<file path="config.mk">
export PLATFORM = sky130hd
export DESIGN_NAME = data_mem_pipe_flat
export DESIGN_NICKNAME = d
export VERILOG_FILES = /design/src/rtl/data_mem_pipe_if.sv /design/src/rtl/data_mem_pipe.sv /design/src/flat_wrapper.sv
export SDC_FILE = /design/constraint.sdc
export NUM_CORES = 2
export LEC_CHECK = 0
export BUFFER_PORTS_ARGS = -buffer_cell sky130_fd_sc_hd__buf_2
export CORE_MARGIN = 1.5
export CORE_UTILIZATION = 61
export DETAILED_ROUTE_END_ITERATION = 10
export PLACE_DENSITY = 0.77
export SLEW_MARGIN = 20
export SYNTH_ARGS = -nofsm -noshare
export SYNTH_HDL_FRONTEND = slang
export SYNTH_SLANG_ARGS = --single-unit
</file>
<file path="constraint.sdc">
create_clock -name clk -period 5.15 [get_ports clk]
set_clock_uncertainty 0.2 [all_clocks]
set_input_delay 1.03 -clock clk [delete_from_list [all_inputs] [get_ports clk]]
set_output_delay 1.03 -clock clk [all_outputs]
set_load 0.05 [all_outputs]
</file>
<file path="src/rtl/data_mem_pipe_if.sv">
`default_nettype none
// ============================================================================
//  Module      : data_mem_pipe_if
//  Description : Memory request/response bus between the pipeline and the
//                data-memory stage.
//  Revision    : 1.0 - initial release
// ============================================================================
interface data_mem_pipe_if #(
  parameter int DW = 16,
  parameter int AW = 16
);
  logic          req_valid;
  logic          mem_read;
  logic          mem_write;
  logic [AW-1:0] addr;
  logic [DW-1:0] wdata;
  logic [DW-1:0] rdata;
  logic          done;
  logic          stall;
  logic          err;

  // Pipeline side: issues requests, observes completion and hold
  modport master (
    output req_valid, mem_read, mem_write, addr, wdata,
    input  rdata, done, stall, err
  );

  // Memory stage side
  modport slave (
    input  req_valid, mem_read, mem_write, addr, wdata,
    output rdata, done, stall, err
  );
endinterface
`default_nettype wire

</file>
<file path="src/rtl/data_mem_pipe.sv">
`default_nettype none
// ============================================================================
//  Module      : data_mem_pipe
//  Description : Data-memory pipeline stage with fixed-latency word access,
//                next-PC branch select and halt/dump sequencing.
//  Revision    : 1.0 - initial release
// ============================================================================
module data_mem_pipe #(
  parameter int DW    = 16,
  parameter int AW    = 16,
  parameter int DEPTH = 256,
  parameter int LAT   = 2
) (
  input  wire logic          clk,
  input  wire logic          rst,          // asynchronous, active-low
  data_mem_pipe_if.slave     bus,
  input  wire logic          halt,
  input  wire logic          branch,
  input  wire logic [1:0]    branch_op,
  input  wire logic          zero,
  input  wire logic          ltz,
  input  wire logic [AW-1:0] branch_addr,
  input  wire logic [AW-1:0] jump_addr,
  output logic      [AW-1:0] next_pc,
  output logic               dump
);

  localparam int             IW         = $clog2(DEPTH);
  localparam int             CW         = (LAT < 2) ? 1 : $clog2(LAT + 1);
  localparam bit             C_SINGLE   = (LAT == 1);
  localparam logic [CW-1:0]  C_CNT_LOAD = CW'(LAT - 1);
  localparam logic [CW-1:0]  C_CNT_ONE  = CW'(1);

  typedef enum logic [1:0] {
    S_IDLE   = 2'd0,
    S_BUSY   = 2'd1,
    S_HALTED = 2'd2
  } state_t;

  state_t        r_state, w_state_next;
  logic [CW-1:0] r_cnt, w_cnt_next;

  logic          r_done, r_err, r_dump, r_dump_arm, r_halt_pend;
  logic [DW-1:0] r_rdata;
  logic [DW-1:0] r_mem [DEPTH];

  logic          w_idle, w_one_op, w_req_legal, w_req_illegal;
  logic          w_last, w_halt_seen, w_stall;
  logic          w_acc_fire, w_acc_wr;
  logic [IW-1:0] w_acc_idx;
  logic [DW-1:0] w_acc_wdata;
  logic          w_taken;

  // Address bits above the word index wrap modulo DEPTH and are not used
  logic w_unused_addr_hi;
  assign w_unused_addr_hi = ^bus.addr[AW-1:IW+1];

  // Request classification; rst gating keeps a request from being taken
  // while reset is still asserted
  always_comb begin
    w_idle        = (r_state == S_IDLE) && rst;
    w_one_op      = bus.mem_read ^ bus.mem_write;
    w_req_legal   = w_idle && bus.req_valid && w_one_op && !bus.addr[0] && !halt;
    w_req_illegal = w_idle && bus.req_valid && !halt &&
                    ((bus.mem_read && bus.mem_write) || (w_one_op && bus.addr[0]));
    w_last        = (r_state == S_BUSY) && (r_cnt == C_CNT_ONE);
    w_halt_seen   = r_halt_pend || halt;
  end

  // FSM state and latency counter
  always_ff @(posedge clk or negedge rst) begin
    if (!rst) begin
      r_state <= S_IDLE;
      r_cnt   <= '0;
    end else begin
      r_state <= w_state_next;
      r_cnt   <= w_cnt_next;
    end
  end

  // Next-state / counter / stall; halt wins over a same-cycle request
  always_comb begin
    w_state_next = r_state;
    w_cnt_next   = r_cnt;
    w_stall      = 1'b0;
    case (r_state)
      S_IDLE: begin
        if (halt) begin
          w_state_next = S_HALTED;
        end else if (w_req_legal) begin
          w_stall = 1'b1;
          if (!C_SINGLE) begin
            w_state_next = S_BUSY;
            w_cnt_next   = C_CNT_LOAD;
          end
        end
      end
      S_BUSY: begin
        w_stall = 1'b1;
        if (w_last) begin
          w_state_next = w_halt_seen ? S_HALTED : S_IDLE;
          w_cnt_next   = '0;
        end else begin
          w_cnt_next   = r_cnt - C_CNT_ONE;
        end
      end
      S_HALTED: begin
        w_state_next = S_HALTED;
      end
      default: begin
        w_state_next = S_IDLE;
        w_cnt_next   = '0;
      end
    endcase
  end

  // Access source: live inputs for single-cycle latency, else the request
  // captured at the end of the accept cycle
  generate
    if (C_SINGLE) begin : g_lat1
      assign w_acc_fire  = w_req_legal;
      assign w_acc_idx   = bus.addr[IW:1];
      assign w_acc_wr    = bus.mem_write;
      assign w_acc_wdata = bus.wdata;
    end else begin : g_latn
      logic [IW-1:0] r_idx;
      logic          r_wr;
      logic [DW-1:0] r_wdata;

      // Capture the accepted request; later input changes are ignored
      always_ff @(posedge clk or negedge rst) begin
        if (!rst) begin
          r_idx   <= '0;
          r_wr    <= 1'b0;
          r_wdata <= '0;
        end else if (w_req_legal) begin
          r_idx   <= bus.addr[IW:1];
          r_wr    <= bus.mem_write;
          r_wdata <= bus.wdata;
        end
      end

      assign w_acc_fire  = w_last;
      assign w_acc_idx   = r_idx;
      assign w_acc_wr    = r_wr;
      assign w_acc_wdata = r_wdata;
    end
  endgenerate

  // Response pulses, load data and halt bookkeeping
  always_ff @(posedge clk or negedge rst) begin
    if (!rst) begin
      r_done      <= 1'b0;
      r_err       <= 1'b0;
      r_dump      <= 1'b0;
      r_dump_arm  <= 1'b0;
      r_halt_pend <= 1'b0;
      r_rdata     <= '0;
    end else begin
      r_done      <= w_acc_fire;
      r_err       <= w_req_illegal;
      r_dump_arm  <= w_last && w_halt_seen;
      r_dump      <= (w_idle && halt) || r_dump_arm;
      r_halt_pend <= (r_state == S_BUSY) && !w_last && w_halt_seen;
      if (w_acc_fire && !w_acc_wr) begin
        r_rdata <= r_mem[w_acc_idx];
      end
    end
  end

  // Storage array; deliberately outside reset so contents survive it
  always_ff @(posedge clk) begin
    if (w_acc_fire && w_acc_wr) begin
      r_mem[w_acc_idx] <= w_acc_wdata;
    end
  end

  // Branch condition and next-PC select, independent of FSM state
  always_comb begin
    w_taken = 1'b0;
    case (branch_op)
      2'b00:   w_taken = zero;
      2'b01:   w_taken = !zero;
      2'b10:   w_taken = ltz;
      default: w_taken = !ltz;
    endcase
    w_taken = w_taken && branch;
    next_pc = w_taken ? branch_addr : jump_addr;
  end

  assign bus.rdata = r_rdata;
  assign bus.done  = r_done;
  assign bus.err   = r_err;
  assign bus.stall = w_stall;
  assign dump      = r_dump;

endmodule
`default_nettype wire

</file>
<file path="src/flat_wrapper.sv">
// flat-port wrapper written by rule: the top's interface ports become plain ports
module data_mem_pipe_flat 
#(
  parameter int DW    = 16,
  parameter int AW    = 16,
  parameter int DEPTH = 256,
  parameter int LAT   = 2
)
  (clk, rst, halt, branch, branch_op, zero, ltz, branch_addr, jump_addr, next_pc, dump, bus_req_valid, bus_mem_read, bus_mem_write, bus_addr, bus_wdata, bus_rdata, bus_done, bus_stall, bus_err);
  data_mem_pipe_if #(.DW(DW), .AW(AW)) bus_i ();
  input  wire logic clk;
  input  wire logic rst;
  input  wire logic halt;
  input  wire logic branch;
  input  wire logic [1:0] branch_op;
  input  wire logic zero;
  input  wire logic ltz;
  input  wire logic [AW-1:0] branch_addr;
  input  wire logic [AW-1:0] jump_addr;
  output logic      [AW-1:0] next_pc;
  output logic dump;
  input wire logic [$bits(bus_i.req_valid)-1:0] bus_req_valid;
  input wire logic [$bits(bus_i.mem_read)-1:0] bus_mem_read;
  input wire logic [$bits(bus_i.mem_write)-1:0] bus_mem_write;
  input wire logic [$bits(bus_i.addr)-1:0] bus_addr;
  input wire logic [$bits(bus_i.wdata)-1:0] bus_wdata;
  output wire logic [$bits(bus_i.rdata)-1:0] bus_rdata;
  output wire logic [$bits(bus_i.done)-1:0] bus_done;
  output wire logic [$bits(bus_i.stall)-1:0] bus_stall;
  output wire logic [$bits(bus_i.err)-1:0] bus_err;
  assign bus_i.req_valid = bus_req_valid;
  assign bus_i.mem_read = bus_mem_read;
  assign bus_i.mem_write = bus_mem_write;
  assign bus_i.addr = bus_addr;
  assign bus_i.wdata = bus_wdata;
  assign bus_rdata = bus_i.rdata;
  assign bus_done = bus_i.done;
  assign bus_stall = bus_i.stall;
  assign bus_err = bus_i.err;
  data_mem_pipe #(.DW(DW), .AW(AW), .DEPTH(DEPTH), .LAT(LAT)) u_core (.clk(clk), .rst(rst), .bus(bus_i), .halt(halt), .branch(branch), .branch_op(branch_op), .zero(zero), .ltz(ltz), .branch_addr(branch_addr), .jump_addr(jump_addr), .next_pc(next_pc), .dump(dump));
endmodule
</file>
==> flow_summary.yaml <==
status:
  status: "completed"
grt:
  grt_pass1_wl_um: 627000
  grt_overflow_total: 0
  antenna_found_initial: 29
  grt_pass1_vias: 83400
  grt.total_usage_pct: 34.1
  grt_max_degree: 217
logic_synthesis:
  ys_ff_latch: 4146
  synth.net_count: 7348
  yosys_warnings: 0
  synth-edff-count: 4096
  synthArstFlopShare_pct: 1.21
  yosysUniqueCellTypes: 71
  synth_area_um2: 159000
  synth.avg_cell_area_um2: 21.9
  yosysSeqAreaShare_pct: 77.9
  syn-instance-count: 7271
  synthFlopType: "edfxtp_1"
cells_and_area:
  area_growth_pct: 13.3
  nNetsFinal: 8017
  nFillCells: 14500
  drive_gt1_share_pct: 28.8
die:
  die_area_um2: 264000
  core_um2: 260000
  die_x_um: 514
  rows: 187
  fp.dieH_um: 514
  initial_utilization_pct: 61.4
  io_pins: 111
sta:
  fin_crit_sh_pct: 92.4
  whs_ns: 0.0860
  period_needed_ns: 4.76
  worst_slew_pin_slew_ns: 1.18
  finalSetupViolCount: 0
  fmax_mhz: 210
  hold_violations: 0
  drv_slew: 0
  rsz0062_at_grt: "false"
  setup_tns_ns: 0
  max_slew_margin_pct: 21.6
drt:
  drt-total-wl_um: 448000
  drtIter0Drc: 14800
  via_count: 84600
  dr.pass1.iters: 9
  viasPerCell: 7.25
  wl_per_cell_um: 38.4
  drc: 0
  detail-route-antenna-nets: 0
power_and_ir_drop:
  power_w: 0.0699
  power.leakage_nw: 57.0
  irDropWorstVdd_v: 0.000433
  p_per_area_nw_per_um2: 387
critical_path:
  critical_path.slowest_cell: "dfrtp_4"
  cp.arrival_ns: 5.43
  crit_chain: "buf_4, buf_4, mux4_2, mux2i_1, o32ai_1, a2111oi_2, nand2_1, o32ai_2, o31ai_1"
  path_common_cell: "buf_4"
  crit_path_start_kind: "register"
  cp_slowest_stage_delay_ns: 0.97
  crit_buf_inv: 2
  crit_fanout: 29
  cpLargestDelayFamily: "compound AO/OA/AOI/OAI gates"
  worstPathRequired_ns: 5.82
  crit_type: "register to register"
  end_kind: "register"
cts:
  cts_tree: "built"
  post_cts_resized: 0
  post_cts_buffers: 0
  clock_path_buffers: 4
  clockRootBuffer: "clkbuf_16"
  numCtsBuffers: 411
  h-tree-depth: 5
  clk_transition_reported_paths_ns: 0.06
  cts.sinks: 4146
  clock_latency_ns: 0.99
  hold_buffers: 0
placed_design:
  hpwl_um: 255000
  gp_congestion: 0.968
  portBuffers: 103
run:
  max-cap-violations: 0
hold_path:
  hold_class: "input port to asynchronous set/reset pin"
## worst register-to-register path: stages, from the launching register on
cell	delay [ns]
dfrtp_4	0.97
buf_4	0.60
buf_4	0.41
mux4_2	0.38
mux2i_1	0.54
o32ai_1	0.30
a2111oi_2	0.39
nand2_1	0.14
o32ai_2	0.55
o31ai_1	0.15
## per-stage QoR
| step | instance area [µm²] | util, % | instances | setup WS, ns |
|---|---|---|---|---|
| 6_report | 181000 | 69.6 | 11700 | 0.393 |
| 5_1_grt | 181000 | 69.5 | 11700 | 0.514 |
| 4_1_cts | 181000 | 69.5 | 11700 | 0.680 |
| 3_5_place_dp | 167000 | 64.4 | 10900 | 0.776 |
| 3_3_place_gp | 167000 | 64.4 | 10900 | 0.798 |
| 2_1_floorplan | 159000 | - | 7271 | 0.881 |
## where the power goes
part	leakage (nW)	switching, W	internal, W
Combinational	12.5	0.00203	0.00102
Sequential	38.1	0.000219	0.0370
Clock	6.43	0.0125	0.0171
Total	57.0	0.0147	0.0552
## state kept, by name, indices dropped and copies added, names as in the netlist
name,count
u_core.r_cnt,2
u_core.r_state,2
u_core.r_mem,4096
u_core.bus.rdata,16
u_core.r_halt_pend,1
u_core.g_latn.r_wr,1
u_core.bus.done,1
u_core.dump,1
u_core.g_latn.r_wdata,16
u_core.g_latn.r_idx,8
u_core.r_dump_arm,1
u_core.bus.err,1
## routing by layer
| layer | GRT usage (%) | part of all wire, % |
|---|---|---|
| met3 | 11.0 | 14 |
| met1 | 44.3 | 33 |
| met5 | 0 | 0.038 |
| met2 | 51.4 | 46 |
| met4 | 19.3 | 6.7 |
## cells in the mapped netlist, types with 10 or more instances
cell | count | area [µm²]
mux4_2 | 976 | 22000
mux2_2 | 78 | 878
clkbuf_1 | 132 | 495
and3_1 | 12 | 75.1
nand3_1 | 68 | 340
o22ai_1 | 121 | 757
nor2_1 | 320 | 1200
nand4_1 | 10 | 62.6
dfrtp_1 | 50 | 1250
o21ai_0 | 45 | 225
a221oi_1 | 16 | 140
buf_6 | 25 | 282
a32o_1 | 10 | 100
nor3_1 | 23 | 115
a211oi_1 | 28 | 210
a21oi_1 | 80 | 400
buf_2 | 143 | 716
buf_1 | 39 | 146
nor4_1 | 23 | 144
a32oi_1 | 73 | 639
nand2_1 | 301 | 1130
a31oi_1 | 22 | 138
nand2b_1 | 20 | 125
buf_4 | 85 | 638
o22a_1 | 13 | 114
a22oi_1 | 50 | 375
o221ai_1 | 18 | 158
edfxtp_1 | 4096 | 123000
nor2b_1 | 23 | 144
mux2i_1 | 230 | 2300
## logic make-up after synthesis
kind of cell | synth area share (%)
flip-flops | 77.9
XOR/XNOR | 0.00549
buffers and inverters | 1.45
AND/OR/NAND/NOR | 2.36
multiplexers | 15.8
adder cells (fa/ha/maj) | 0.0157
AO/OA/AOI/OAI | 2.40
## final cells by class
type / count / area (µm²) / area share, %
Sequential cell: 4146 / 124000 / 68.8
Timing Repair Buffer: 680 / 5800 / 3.21
Antenna cell: 12 / 30.0 / 0.0166
Multi-Input combinational cell: 2692 / 33000 / 18.3
Tap cell: 3402 / 4260 / 2.36
Clock buffer: 497 / 10700 / 5.95
Inverter: 9 / 43.8 / 0.0242
Clock inverter: 244 / 2390 / 1.32
## placed cells by master, fill, tap and decap left out, drive strengths merged, types with 10 or more instances in the layout
cell,n
inv,15
nor2b,23
diode,12
nor2,320
a32o,10
a211oi,28
clkinv,179
a221oi,16
o22ai,121
a32oi,73
o21ai,51
nand2,301
nand3,68
nor3,24
clkbuf,497
nand4,10
mux2i,230
mux2,87
bufinv,47
dfrtp,50
mux4,976
clkinvlp,12
o221ai,18
a22oi,50
nand2b,20
o22a,13
and3,12
a31oi,22
edfxtp,4096
buf,680
a21oi,80
nor4,23
## path summary, 6_finish.rpt
| kind | startpoint | endpoint | slack, ns | cells after the start |
|---|---|---|---|---|
| hold reg to reg | u_core.r_dump_arm | u_core.dump | 0.24 | 1 |
| setup reg to reg | u_core.g_latn.r_idx[1] | u_core.bus.rdata[10] | 0.39 | 9 |
| hold / removal | rst | u_core.g_latn.r_wdata[10] | 0.09 | 2 |
| min in group clk | bus_wdata[2] | u_core.g_latn.r_wdata[2] | 0.09 | 2 |
| setup / recovery | u_core.g_latn.r_idx[1] | u_core.bus.rdata[10] | 0.39 | 9 |
| max in group asynchronous | rst | u_core.g_latn.r_idx[7] | 3.92 | 2 |
(Power assumes the default switching activity.)
